**src/rtl/decode_stage.sv**
```systemverilog
// RV32I decode stage: drives regfile read addresses from the fetch word, decodes
// opcode class / immediate / rd, and registers everything into the ex_* stage.
// Only load-use needs a stall; all other dependencies are forwarded in execute.
module decode_stage #(
    parameter logic [31:0] RESET_PC = 32'h0000_0000
) (
    input  logic        clk,
    input  logic        rst_n,
    input  logic        fetch_valid,
    input  logic [31:0] fetch_instr,
    input  logic [31:0] fetch_pc,
    output logic        fetch_ready,
    output logic [4:0]  rs1_address,
    output logic [4:0]  rs2_address,
    input  logic [31:0] rs1_data,
    input  logic [31:0] rs2_data,
    input  logic        ex_ready,
    input  logic        flush,
    output logic        ex_valid,
    output logic [31:0] ex_pc,
    output logic [31:0] ex_rs1_data,
    output logic [31:0] ex_rs2_data,
    output logic [31:0] ex_imm,
    output logic [4:0]  ex_rd_address,
    output logic [2:0]  ex_funct3,
    output logic        ex_alt,
    output logic [3:0]  ex_opclass
);

    localparam logic [3:0] ClsOp      = 4'd0;
    localparam logic [3:0] ClsOpImm   = 4'd1;
    localparam logic [3:0] ClsLoad    = 4'd2;
    localparam logic [3:0] ClsStore   = 4'd3;
    localparam logic [3:0] ClsBranch  = 4'd4;
    localparam logic [3:0] ClsJal     = 4'd5;
    localparam logic [3:0] ClsJalr    = 4'd6;
    localparam logic [3:0] ClsLui     = 4'd7;
    localparam logic [3:0] ClsAuipc   = 4'd8;
    localparam logic [3:0] ClsNop     = 4'd9;
    localparam logic [3:0] ClsIllegal = 4'd15;

    logic [3:0]  opclass;
    logic [31:0] imm;
    logic [4:0]  rd;
    logic        alt;
    logic        uses_rs1;
    logic        uses_rs2;
    logic        keep_rd;
    logic        hz;
    logic        advance;

    logic [31:0] imm_i, imm_s, imm_b, imm_j, imm_u;

    logic        ex_valid_q;
    logic [31:0] ex_pc_q, ex_rs1_data_q, ex_rs2_data_q, ex_imm_q;
    logic [4:0]  ex_rd_q;
    logic [2:0]  ex_funct3_q;
    logic        ex_alt_q;
    logic [3:0]  ex_opclass_q;

    assign rs1_address = fetch_instr[19:15];
    assign rs2_address = fetch_instr[24:20];

    assign imm_i = {{20{fetch_instr[31]}}, fetch_instr[31:20]};
    assign imm_s = {{20{fetch_instr[31]}}, fetch_instr[31:25], fetch_instr[11:7]};
    assign imm_b = {{19{fetch_instr[31]}}, fetch_instr[31], fetch_instr[7],
                    fetch_instr[30:25], fetch_instr[11:8], 1'b0};
    assign imm_j = {{11{fetch_instr[31]}}, fetch_instr[31], fetch_instr[19:12],
                    fetch_instr[20], fetch_instr[30:21], 1'b0};
    assign imm_u = {fetch_instr[31:12], 12'b0};

    // Opcode decode: class, immediate format, register usage and rd retention.
    always_comb begin
        opclass  = ClsIllegal;
        imm      = '0;
        alt      = 1'b0;
        uses_rs1 = 1'b0;
        uses_rs2 = 1'b0;
        keep_rd  = 1'b0;
        // Full 7-bit match also rejects words whose low two bits are not 2'b11.
        case (fetch_instr[6:0])
            7'b0110011: begin
                opclass = ClsOp; alt = fetch_instr[30];
                uses_rs1 = 1'b1; uses_rs2 = 1'b1; keep_rd = 1'b1;
            end
            7'b0010011: begin
                opclass = ClsOpImm; imm = imm_i; uses_rs1 = 1'b1; keep_rd = 1'b1;
                // instr[30] only distinguishes SRAI from SRLI; elsewhere it is imm.
                alt = (fetch_instr[14:12] == 3'b101) ? fetch_instr[30] : 1'b0;
            end
            7'b0000011: begin
                opclass = ClsLoad; imm = imm_i; uses_rs1 = 1'b1; keep_rd = 1'b1;
            end
            7'b0100011: begin
                opclass = ClsStore; imm = imm_s; uses_rs1 = 1'b1; uses_rs2 = 1'b1;
            end
            7'b1100011: begin
                opclass = ClsBranch; imm = imm_b; uses_rs1 = 1'b1; uses_rs2 = 1'b1;
            end
            7'b1101111: begin
                opclass = ClsJal; imm = imm_j; keep_rd = 1'b1;
            end
            7'b1100111: begin
                opclass = ClsJalr; imm = imm_i; uses_rs1 = 1'b1; keep_rd = 1'b1;
            end
            7'b0110111: begin
                opclass = ClsLui; imm = imm_u; keep_rd = 1'b1;
            end
            7'b0010111: begin
                opclass = ClsAuipc; imm = imm_u; keep_rd = 1'b1;
            end
            7'b1110011, 7'b0001111: begin
                opclass = ClsNop; imm = imm_i;
            end
            default: begin
                opclass = ClsIllegal;
            end
        endcase
    end

    assign rd = keep_rd ? fetch_instr[11:7] : 5'd0;

    assign hz = ex_valid_q && (ex_opclass_q == ClsLoad) && (ex_rd_q != 5'd0) && fetch_valid &&
                ((uses_rs1 && (rs1_address == ex_rd_q)) ||
                 (uses_rs2 && (rs2_address == ex_rd_q)));

    assign advance     = !ex_valid_q || ex_ready;
    assign fetch_ready = advance && !hz && !flush;

    // Execute-facing pipeline register: flush, bubble, capture, drain or hold.
    always_ff @(posedge clk or negedge rst_n) begin
        if (!rst_n) begin
            ex_valid_q    <= 1'b0;
            ex_pc_q       <= RESET_PC;
            ex_rs1_data_q <= '0;
            ex_rs2_data_q <= '0;
            ex_imm_q      <= '0;
            ex_rd_q       <= '0;
            ex_funct3_q   <= '0;
            ex_alt_q      <= 1'b0;
            ex_opclass_q  <= '0;
        end else if (flush) begin
            ex_valid_q <= 1'b0;
        end else if (advance) begin
            if (hz || !fetch_valid) begin
                ex_valid_q <= 1'b0;
            end else begin
                ex_valid_q    <= 1'b1;
                ex_pc_q       <= fetch_pc;
                ex_rs1_data_q <= rs1_data;
                ex_rs2_data_q <= rs2_data;
                ex_imm_q      <= imm;
                ex_rd_q       <= rd;
                ex_funct3_q   <= fetch_instr[14:12];
                ex_alt_q      <= alt;
                ex_opclass_q  <= opclass;
            end
        end
    end

    assign ex_valid      = ex_valid_q;
    assign ex_pc         = ex_pc_q;
    assign ex_rs1_data   = ex_rs1_data_q;
    assign ex_rs2_data   = ex_rs2_data_q;
    assign ex_imm        = ex_imm_q;
    assign ex_rd_address = ex_rd_q;
    assign ex_funct3     = ex_funct3_q;
    assign ex_alt        = ex_alt_q;
    assign ex_opclass    = ex_opclass_q;

endmodule

```
**config.mk**
```make
export PLATFORM = sky130hd
export DESIGN_NAME = decode_stage
export DESIGN_NICKNAME = d
export VERILOG_FILES = /design/src/rtl/decode_stage.sv
export SDC_FILE = /design/constraint.sdc
export NUM_CORES = 1
export LEC_CHECK = 0
export CAP_MARGIN = 20
export CORE_UTILIZATION = 41
export CTS_CLUSTER_DIAMETER = 100
export CTS_CLUSTER_SIZE = 28
export DETAILED_ROUTE_END_ITERATION = 16
export PLACE_DENSITY = 0.84
export SYNTH_ARGS = -nofsm -noshare
export SYNTH_HDL_FRONTEND = slang
export SYNTH_SLANG_ARGS = --single-unit
```
**constraint.sdc**
```tcl
create_clock -name clk -period 3.1 [get_ports clk]
set_clock_uncertainty 0.05 [all_clocks]
set_input_delay 0.62 -clock clk [delete_from_list [all_inputs] [get_ports clk]]
set_output_delay 0.62 -clock clk [all_outputs]
set_load 0.01 [all_outputs]
```
==> results by group <==
Final layout
  – Post-route design area: 0.009894 mm²
  – Share of cells above drive strength 1: 21.29%
  – Synth-to-layout area growth: 61.78%
  – ANT cells: 0
  – Finished Core Util: 68.08%
  – Fin nets: 909
  – Fill cells: 1045

Clocking
  – Clock buffer depth: 2
  – Total CTS buffers: 17
  – # H-tree levels: 4
  – Setup Fix Bufs, Post-CTS: 0
  – Clock transition at the registers of the reported paths: 0.06 ns
  – TritonCTS clock tree: yes
  – Worst-skew pair later-pin latency: 0.41 ns
  – Clock sinks: 142
  – CTS root buf: clkbuf_16

Timing
  – Max Slew Vio Count: 0
  – Period minus WS final: 2.761 ns
  – Headroom to the max-slew limit: 58.01%
  – Final hold violation count: 0
  – RSZ-0062 raised after global routing: false
  – Worst slew pin tran: 0.6299 ns
  – Max Fclk: 362.2 MHz
  – Hold Slack: 0.1084 ns
  – Setup_tns: 0 ns
  – Final setup viols: 0
  – Crit share post-route: 89.06%

Drt
  – Via Count: 5066
  – Routed Antenna Nets: 0
  – Drc violations: 0
  – DR iter-0 viols: 225
  – Final WL: 18.64 mm
  – Wire per inst: 19.16 µm
  – Drt pass-1 iters: 5
  – Vias per inst: 5.207

Synthesis
  – Synth unique cells: 46
  – Synthesized net count: 609
  – #FFs+latches synth: 142
  – Count leader, synth: dfrtp_1
  – Area contributors post-synth: dfrtp_1 58%, mux2_2 18%, buf_4 2.6%
  – Share of Yosys cell area claimed by the top area cell type: 58.10%
  – Commonest cells in the netlist: 142 x dfrtp_1, 97 x mux2_2, 35 x nand2_1
  – Cell Area, Synth: 0.006116 mm²
  – Ys async rst share: 100.0%
  – Post-Syn Instances: 476
  – Number of synthesis warnings: 0
  – Cell taking the most area after synthesis: dfrtp_1
  – Synthesized area per cell: 12.85 µm²
  – Synth Flop Type: dfrtp_1
  – Sequential element share of the synthesized area: 58.10%
  – Post-synth EDFFs: 0

Worst setup path
  – Critical R2R Capture: ex_pc[23]
  – Worst setup SP type: primary input
  – Worst path cell trace: clkdlybuf4s50_1 -> xor2_1 -> nor4_2 -> o2111ai_1 -> a21oi_2 -> nor3_1 -> dlymetal6s2s_1
  – Reg-to-reg startpoint: ex_rd_address[1]
  – CP max stage delay: 0.45 ns
  – WP data arrival: 2.09 ns
  – Crit path from: fetch_instr[19]
  – Reg2reg setup slack: 0.46 ns
  – Critical path capture point type: output pin
  – Crit path required time: 2.43 ns
  – Critical path's slowest cell: clkdlybuf4s50_1
  – Worst setup path class: in -> out
  – CP endpoint: fetch_ready
  – CP Max Fanout: 2
  – Reg2Reg Depth: 7

GRT
  – GRT met3 Usage: 9.112%
  – Largest net degree at the start of global routing: 54
  – Gr ovfl total: 0
  – Met1 Resource Use GR: 28.36%
  – First-pass GRT wire length: 28.20 mm
  – GRT Total Usage: 24.59%
  – Initial antenna violation count: 0
  – Number of global-route vias before repair: 5315
  – Most used routing layer: met2
  – Met2 Usage GRT: 41.06%

Placement
  – Port Buffers: 285
  – Post-DP Area: 0.009285 mm²
  – DP Wirelength: 14.08 mm
  – GPL Wtd Cong: 0.9431

Power and ir drop
  – Total power draw: 0.005802 W
  – VDD IR max: 0.0003776 V
  – PD cells: 586.4 mW/mm²
  – Static Leak: 4.107 nW

Floorplanning
  – Core ar.: 0.01453 mm²
  – Starting Density: 42.08%
  – Ports: 286
  – Row count: 44
  – Die X: 124.1 µm
  – Die span in y: 124.1 µm
  – Die area: 0.01541 mm²

Job
  – Max Cap Violations: 0

Outcome
  – Status: complete, no violations

Min path
  – Min-Delay Path Class: in -> async
[layer usage]
metal  share of wire [%]  up-vias
met2                  51      256
met4                 3.2        0
met1                  37     2467
met3                 8.1       39
li1                    -     2304
met5                   0        -
[stage by stage]
| step | cells | worst slack [ns] |
|---|---|---|
| after CTS | 973 | 0.003526 |
| after detailed placement | 941 | 0.004191 |
| after global routing | 973 | 0.1880 |
| final | 973 | 0.3391 |
| after global placement | 941 | 0.0006297 |
| after floorplan | 476 | 0.4184 |
[timing repair]
item                                   4_1_cts  5_1_grt
resized for setup                            0        2
hold buffers                                 0        0
setup endpoints to repair                    0        1
endpoints found under the hold margin        0        0
[how the worst min path moves through the flow]
| stage | startpoint | to | cells after the start |
|---|---|---|---|
| after floorplan | rst_n | ex_alt | 0 |
| after global placement | ex_rs1_data[12] | ex_rs1_data[12] | 1 |
| after detailed placement | ex_rs1_data[10] | ex_rs1_data[10] | 1 |
| after CTS | rst_n | ex_valid | 1 |
| after global routing | rst_n | ex_imm[7] | 1 |
| final | rst_n | ex_valid | 1 |
[critical path, delay by kind of cell]
family                    cells  cell delay [ns]
AOI/OAI and AO/OA             2             0.31
and+or+nand+nor               2             0.33
xor gates and xnor gates      1             0.21
buffers and inverters         2             0.62
[flip-flops by register name (all words and copies together), names as in the netlist]
register and count:
ex_pc 32, ex_rd_address 5, ex_rs2_data 32, ex_alt 1, ex_funct3 3, ex_opclass 4
ex_rs1_data 32, ex_valid 1, ex_imm 32
[power by group]
group          internal [W]  switching, W  leakage (nW)
Clock               0.00131      0.000764         0.287
Sequential          0.00213      0.000158          1.70
Combinational      0.000900      0.000540          2.12
[cell families (layout without fill, tap and decap cells)]
group	after synthesis	count (layout)	share of synthesized area, %
xor+xnor	11	11	1.575
compound gates	90	90	10.37
buf+inv	47	360	4.542
fa+ha+maj	1	1	0.1637
simple gates	83	83	6.465
mux	102	102	18.78
flops	142	142	58.10
[placed cells by master, fill, tap and decap left out, types with 3 or more instances in the layout]
cell type / Yosys / routed
a211o_1: 4 / 4
dfrtp_1: 142 / 142
nand2_1: 35 / 35
mux2_2: 97 / 97
nand3_1: 7 / 7
o211ai_1: 3 / 3
buf_12: 0 / 5
clkbuf_16: 0 / 17
a221o_1: 4 / 4
and3_1: 4 / 4
clkinvlp_4: 0 / 3
clkinv_2: 0 / 3
clkdlybuf4s50_1: 0 / 283
nor3_1: 8 / 8
o31ai_1: 7 / 7
o21ai_0: 25 / 25
a21oi_1: 11 / 10
inv_1: 7 / 7
a2bb2oi_1: 15 / 15
mux2_1: 5 / 5
xor2_1: 10 / 10
bufinv_16: 0 / 3
buf_4: 21 / 31
nor2_1: 14 / 14
o22a_1: 8 / 8
clkbuf_1: 10 / 3
[area by class of cell]
class	count	area (µm²)	share of cell area (%)
inverters	7	26.28	0.2656
multi-input cells	287	2295	23.19
clock buffers	22	464.2	4.691
flip-flops and latches	142	3553	35.91
clock inverters	10	136.4	1.378
well taps	184	230.2	2.327
repair buffers	321	3189	32.23
Power figures use the tool's default switching activity.
